### config.mk
export PLATFORM = sky130hd
export DESIGN_NAME = decim_avg
export DESIGN_NICKNAME = d
export VERILOG_FILES = /design/src/rtl/decim_avg.sv
export SDC_FILE = /design/constraint.sdc
export NUM_CORES = 1
export LEC_CHECK = 0
export BUFFER_PORTS_ARGS = -buffer_cell sky130_fd_sc_hd__buf_2
export CAP_MARGIN = 10
export CORE_MARGIN = 10
export CORE_UTILIZATION = 62
export DETAILED_ROUTE_END_ITERATION = 12
export PLACE_DENSITY = 0.87
export SETUP_SLACK_MARGIN = 0.15
export SLEW_MARGIN = 20
export SYNTH_ARGS = -nofsm -noshare
export SYNTH_HDL_FRONTEND = slang
export SYNTH_SLANG_ARGS = --single-unit
### constraint.sdc
create_clock -name clk_i -period 5.4 [get_ports clk_i]
set_clock_uncertainty 0.1 [all_clocks]
set_input_delay 0.27 -clock clk_i [delete_from_list [all_inputs] [get_ports clk_i]]
set_output_delay 0.27 -clock clk_i [all_outputs]
set_load 0.05 [all_outputs]
### src/rtl/decim_avg.sv
// Block-averaging decimator: emits one rounded mean per 2^LOG2_RATIO valid samples
// through a one-entry valid/ready output register with a sticky overrun flag.
//
// state | meaning
// EMPTY | no unaccepted result, valid_o=0
// FULL  | data_o holds a result not yet accepted, valid_o=1
module decim_avg #(
    parameter int WIDTH      = 16,
    parameter int LOG2_RATIO = 3
) (
    input  logic             clk_i,
    input  logic             reset_i,
    input  logic [WIDTH-1:0] data_i,
    input  logic             valid_i,
    input  logic             clear_i,
    output logic [WIDTH-1:0] data_o,
    output logic             valid_o,
    input  logic             ready_i,
    output logic             overrun_o
);

    localparam int AW    = WIDTH + LOG2_RATIO;
    localparam int CW    = (LOG2_RATIO > 0) ? LOG2_RATIO : 1;
    localparam int RATIO = 1 << LOG2_RATIO;
    localparam int RND   = (1 << LOG2_RATIO) >> 1;

    typedef enum logic {
        EMPTY = 1'b0,
        FULL  = 1'b1
    } state_t;

    state_t               state_q, state_d;
    logic signed [AW-1:0] acc_q;
    logic [CW-1:0]        cnt_q;
    logic signed [AW-1:0] data_ext;
    logic signed [AW-1:0] acc_sum;
    logic signed [AW:0]   rnd_sum;
    logic [WIDTH-1:0]     result_w;
    logic                 last_w;
    logic                 result_en;

    assign data_ext  = AW'($signed(data_i));
    assign acc_sum   = acc_q + data_ext;
    // One extra bit keeps the rounding add clear of overflow at full scale.
    assign rnd_sum   = (AW+1)'(acc_q) + (AW+1)'(data_ext) + (AW+1)'(RND);
    assign result_w  = WIDTH'(rnd_sum >>> LOG2_RATIO);
    assign last_w    = (cnt_q == CW'(RATIO - 1));
    assign result_en = valid_i && last_w && !clear_i;

    always_ff @(posedge clk_i or posedge reset_i) begin
        if (reset_i) begin
            acc_q <= '0;
            cnt_q <= '0;
        end else if (clear_i) begin
            acc_q <= '0;
            cnt_q <= '0;
        end else if (valid_i) begin
            if (last_w) begin
                acc_q <= '0;
                cnt_q <= '0;
            end else begin
                acc_q <= acc_sum;
                cnt_q <= cnt_q + CW'(1);
            end
        end
    end

    always_ff @(posedge clk_i or posedge reset_i) begin
        if (reset_i) begin
            state_q <= EMPTY;
        end else begin
            state_q <= state_d;
        end
    end

    always_comb begin
        state_d = state_q;
        if (clear_i) begin
            state_d = EMPTY;
        end else if (result_en) begin
            state_d = FULL;
        end else if (state_q == FULL && ready_i) begin
            state_d = EMPTY;
        end
    end

    always_comb begin
        valid_o = (state_q == FULL);
    end

    // A result arriving while FULL and not accepted replaces the old one.
    always_ff @(posedge clk_i or posedge reset_i) begin
        if (reset_i) begin
            data_o    <= '0;
            overrun_o <= 1'b0;
        end else begin
            if (result_en) begin
                data_o <= result_w;
            end
            if (clear_i) begin
                overrun_o <= 1'b0;
            end else if (result_en && state_q == FULL && !ready_i) begin
                overrun_o <= 1'b1;
            end
        end
    end

endmodule

# --- Yosys cells after proc, flatten, opt, wreduce, memory -nomap -nowiden ---
# Index checks and enable logic that the tools add are counted.
classes:
  n_reduce_logical: 10
  addsub: 4
  eq_ne: 1
  muxes: 11
ops:
  columns: ["op", "n"]
  rows:
  - ["19-bit two-way mux", 3]
  - ["19-bit by 16-bit adder with 19-bit output", 2]
  - ["19-bit by 4-bit adder with 19-bit output, second input constant", 1]
  - ["3-bit two-way mux", 3]
  - ["1-bit logical AND", 5]
  - ["1-bit two-way mux", 5]
  - ["2-bit nonzero test", 2]
  - ["3-bit by 1-bit adder with 3-bit output, second input constant", 1]
  - ["3-bit equality test, second input constant", 1]
  - ["3-bit nonzero test", 1]
  - ["1-bit zero test", 2]
totals:
  reg_bits: 40
  word_cells: 31
  input_bits: 21
  output_inout_bits: 18

# --- Longest topological paths before layout ---
logic_depth:
  depth_word: 7
  depth_mapped: 12
  mapped_depth_nobuf: 11

# --- Least setup slack after synthesis ---
# Ideal clock, no wire load.
synth_timing:
  path_type: "register to register"
  startpoint: "reg acc_q[3]"
  endpoint: "reg data_o[15]"
  synth_period_minus_slack_ns: 2.542
  t_arrival_ns: 2.350
  path_buffers: 1
  t_required_ns: 5.208
  stages_incl_launch_ff: 11
  setup_ns: 0.092
  slack_ns: 2.858
  path_cell_list: "dfrtp_1 ha_1 inv_1 fa_1 a211o_1 a21oi_2 o211a_1 buf_2 o2111ai_1 and3_1 o31ai_2"
synth_via:
  elab_chain_len: 2
synth_rtl:
  columns: ["element", "line", "rtl"]
  rows:
  - ["start, declared", "33", "logic signed [AW-1:0] acc_q;"]
  - ["start signal, assigned", "62", "acc_q <= acc_sum;"]
  - ["19-bit by 16-bit adder with 19-bit output", "45", "assign rnd_sum = (AW+1)'(acc_q) + (AW+1)'(data_ext) + (AW+1)'(RND);"]
  - ["19-bit by 4-bit adder with 19-bit output", "45", null]
  - ["end signal, assigned", "98", "data_o <= result_w;"]
  - ["end, declared", "16", "output logic [WIDTH-1:0] data_o,"]
# No other way between the ends.
# A chain may end at the register's enable or synchronous reset.

# --- Worst setup path after layout ---
layout_timing:
  startpoint: "reg acc_q[3]"
  endpoint: "reg data_o[13]"
# Same word-level chain as after synthesis.

==> impl_metrics.yaml <==
pwr:
  fin_total_pwr_uw: 974
  p_per_area_nw_per_um2: 262
  peakVddDrop_mv: 0.166
  leakage_uw: 0.00187
timing:
  period_share_pct: 51.7
  hold_violations: 0
  drv_slew: 0
  grt_setup_unrepaired: "false"
  worst_pin_slew_ps: 748
  fin_crit_ps: 2790
  finalSetupTns_ps: 0
  relSlewSlack_pct: 50.0
  setup_viol: 0
  fmax_mhz: 358
critical_path:
  path_class: "register to register"
  r2r_slack_ps: 2610
  critPathTopFamily: "compound AO/OA/AOI/OAI gates"
  cp_common_cell: "inv_1"
  path_cells: "ha_1, inv_1, fa_1, inv_1, a21oi_1, a21oi_2, o211a_1, o211ai_1, mux2i_1, o311ai_1"
  arrival_ps: 2840
  worst_path_max_delay_cell: "fa_1"
  endpoint_kind: "register"
  worstPathMaxFanout: 9
  critPathBufInv: 2
  worst_path_largest_cell_delay_ps: 540
  cp_data_required_time_ps: 5450
  start_kind: "register"
  worst-r2r-cell-count: 10
  cp.depth: 10
yosys:
  syn_area_per_cell_um2: 9.09
  async_flop_share_pct: 100
  syn_nets: 446
  synth_area_um2: 3370
  seq_area_frac_synth_pct: 29.7
  synth_cell_types: 54
  synth_top_flop_cell: "dfrtp_1"
  yosysWarnings: 0
  synthCells: 371
  ys_ff_latch: 40
  synth_edf_count: 0
run_status:
  status: "finished clean"
cts:
  clkLatencyLatePin_ps: 290
  cts_max_level: 2
  clkTransAtPathRegs_ps: 80
  ctsResizeCount: 0
  cts_tree: "done"
  cts-root-buf: "clkbuf_8"
  cts.path.max_buffers: 2
  cts-hold-fix-buffers: 0
  cts.sinks: 40
  numCtsBuffers: 5
  post_cts_buffers: 0
floorplanning:
  initial_core_util_pct: 64.8
  die_w_um: 93.7
  io_pins: 39
  fp.dieH_um: 93.7
  die_area_um2: 8790
  core_um2: 5200
  rows: 26
placement:
  io_buffers: 38
  dp.cells: 471
  routabilityCongestion: 0.893
  hpwl_um: 5670
global_routing:
  grt_max_degree: 41
  grt_pass1_wl_um: 12700
  antenna_found_initial: 0
  grt_pass1_vias: 2801
  grt_overflow_total: 0
  gr-usage-all-layers_pct: 17.3
cells_and_area:
  drive_gt1_share_pct: 14.7
  multi_input_area_um2: 2180
  area_delta_synth_final_pct: 10.3
  regArea_um2: 1000
  num-nets-final: 483
  fin_cells: 479
  nFillCells: 426
  final_cell_mix: "50 x nand2_1, 41 x inv_1, 40 x dfrtp_1"
  antenna_cells: 0
  final_common_cell: "nand2_1"
detailed_routing:
  viasPerCell: 5.69
  firstDrtPassIters: 4
  ant_nets: 0
  route.detailed.drc: 0
  vias: 2727
  wl_per_cell_um: 15.0
  drt_wl_total_um: 7180
  first_iter_violations: 135
min_path:
  min_path_type: "input port to async pin"
run:
  maxCapViolations: 0
[final cells by class]
class                   count  share of cell area (%)
clock buffers               6                    2.22
clock inverters             2                   0.269
inverters                  41                    4.14
multi-input cells         280                    58.6
flip-flops and latches     40                    26.9
well taps                  70                    2.36
repair buffers             40                    5.52
[logic make-up (layout without fill, tap and decap cells)]
group,Yosys count,after routing,share of synthesized area (%)
AOI/OAI and AO/OA,94,94,18.7
xor gates and xnor gates,28,28,7.28
adders and majority gates,54,54,23.6
buffers and inverters,51,89,5.72
DFF,40,40,29.7
muxes,5,5,1.48
and+or+nand+nor,99,99,13.5
[registers in the layout (all words and copies together) (netlist names)]
name,count
acc_q,19
data_o,16
cnt_q,3
overrun_o,1
valid_o,1
[power by group]
| group | internal [uW] | total, uW | switching [uW] |
|---|---|---|---|
| logic | 179 | 423 | 244 |
| clock network | 102 | 207 | 105 |
| registers | 322 | 344 | 21.5 |
[per-stage QoR]
stage               setup WS [ps]  instance area [um2]  hold WS, ps  util, %
global placement             2700                 3620          321     69.6
detailed placement           2620                 3620          328     69.6
floorplan                    2860                 3370          354        -
CTS                          2610                 3720         16.8     71.4
global route                 2360                 3720         50.3     71.4
finish                       2610                 3720         3.78     71.4
[worst min-delay path, cell delays in order]
cell,delay [ps]
buf_2,100
inv_1,40
buf_4,440
[synthesized netlist by cell type, drive strengths merged (2+ instances only)]
cell	number	area share (%)
nor2	19	2.1
a21boi	3	0.67
o21ai	33	5.0
xor2	10	2.6
and3	6	1.1
a22o	2	0.52
nand4	2	0.37
dfrtp	40	30
nor3	2	0.30
o311ai	2	0.52
xnor2	18	4.7
o31ai	5	1.4
ha	38	14
o2111ai	3	0.78
o211a	2	0.59
clkbuf	9	1.0
inv	41	4.6
a21oi	15	2.3
nor2b	3	0.78
nand3	6	0.89
mux2i	5	1.5
nand2	50	5.6
a31oi	7	1.3
fa	16	9.5
o21bai	5	1.1
a21o	2	0.45
or4	2	0.56
a21bo	2	0.59
and2	2	0.37
nand2b	3	0.56
o211ai	3	0.82
[path summary, 6_finish.rpt]
path                                            start                      to
worst max-delay path             acc_q[3]$_DFFE_PP0P_  data_o[13]$_DFFE_PP0P_
worst min-delay path                          reset_i   acc_q[10]$_DFFE_PP0P_
worst max register to register   acc_q[3]$_DFFE_PP0P_  data_o[13]$_DFFE_PP0P_
worst min register to register  data_o[1]$_DFFE_PP0P_   data_o[1]$_DFFE_PP0P_
max in group asynchronous                     reset_i   acc_q[17]$_DFFE_PP0P_
min in group clk_i                            clear_i     valid_o$_DFFE_PP0P_
[metal layers]
layer  vias to the layer above  share of wire, %  GRT usage [%]
li1                       1342                 -              -
met1                      1305                44           21.5
met2                        74                49           29.8
met3                         6               6.9           3.76
met4                         0              0.91           4.18
met5                         -                 0              0
No activity file was read; power rests on OpenSTA's default activity.
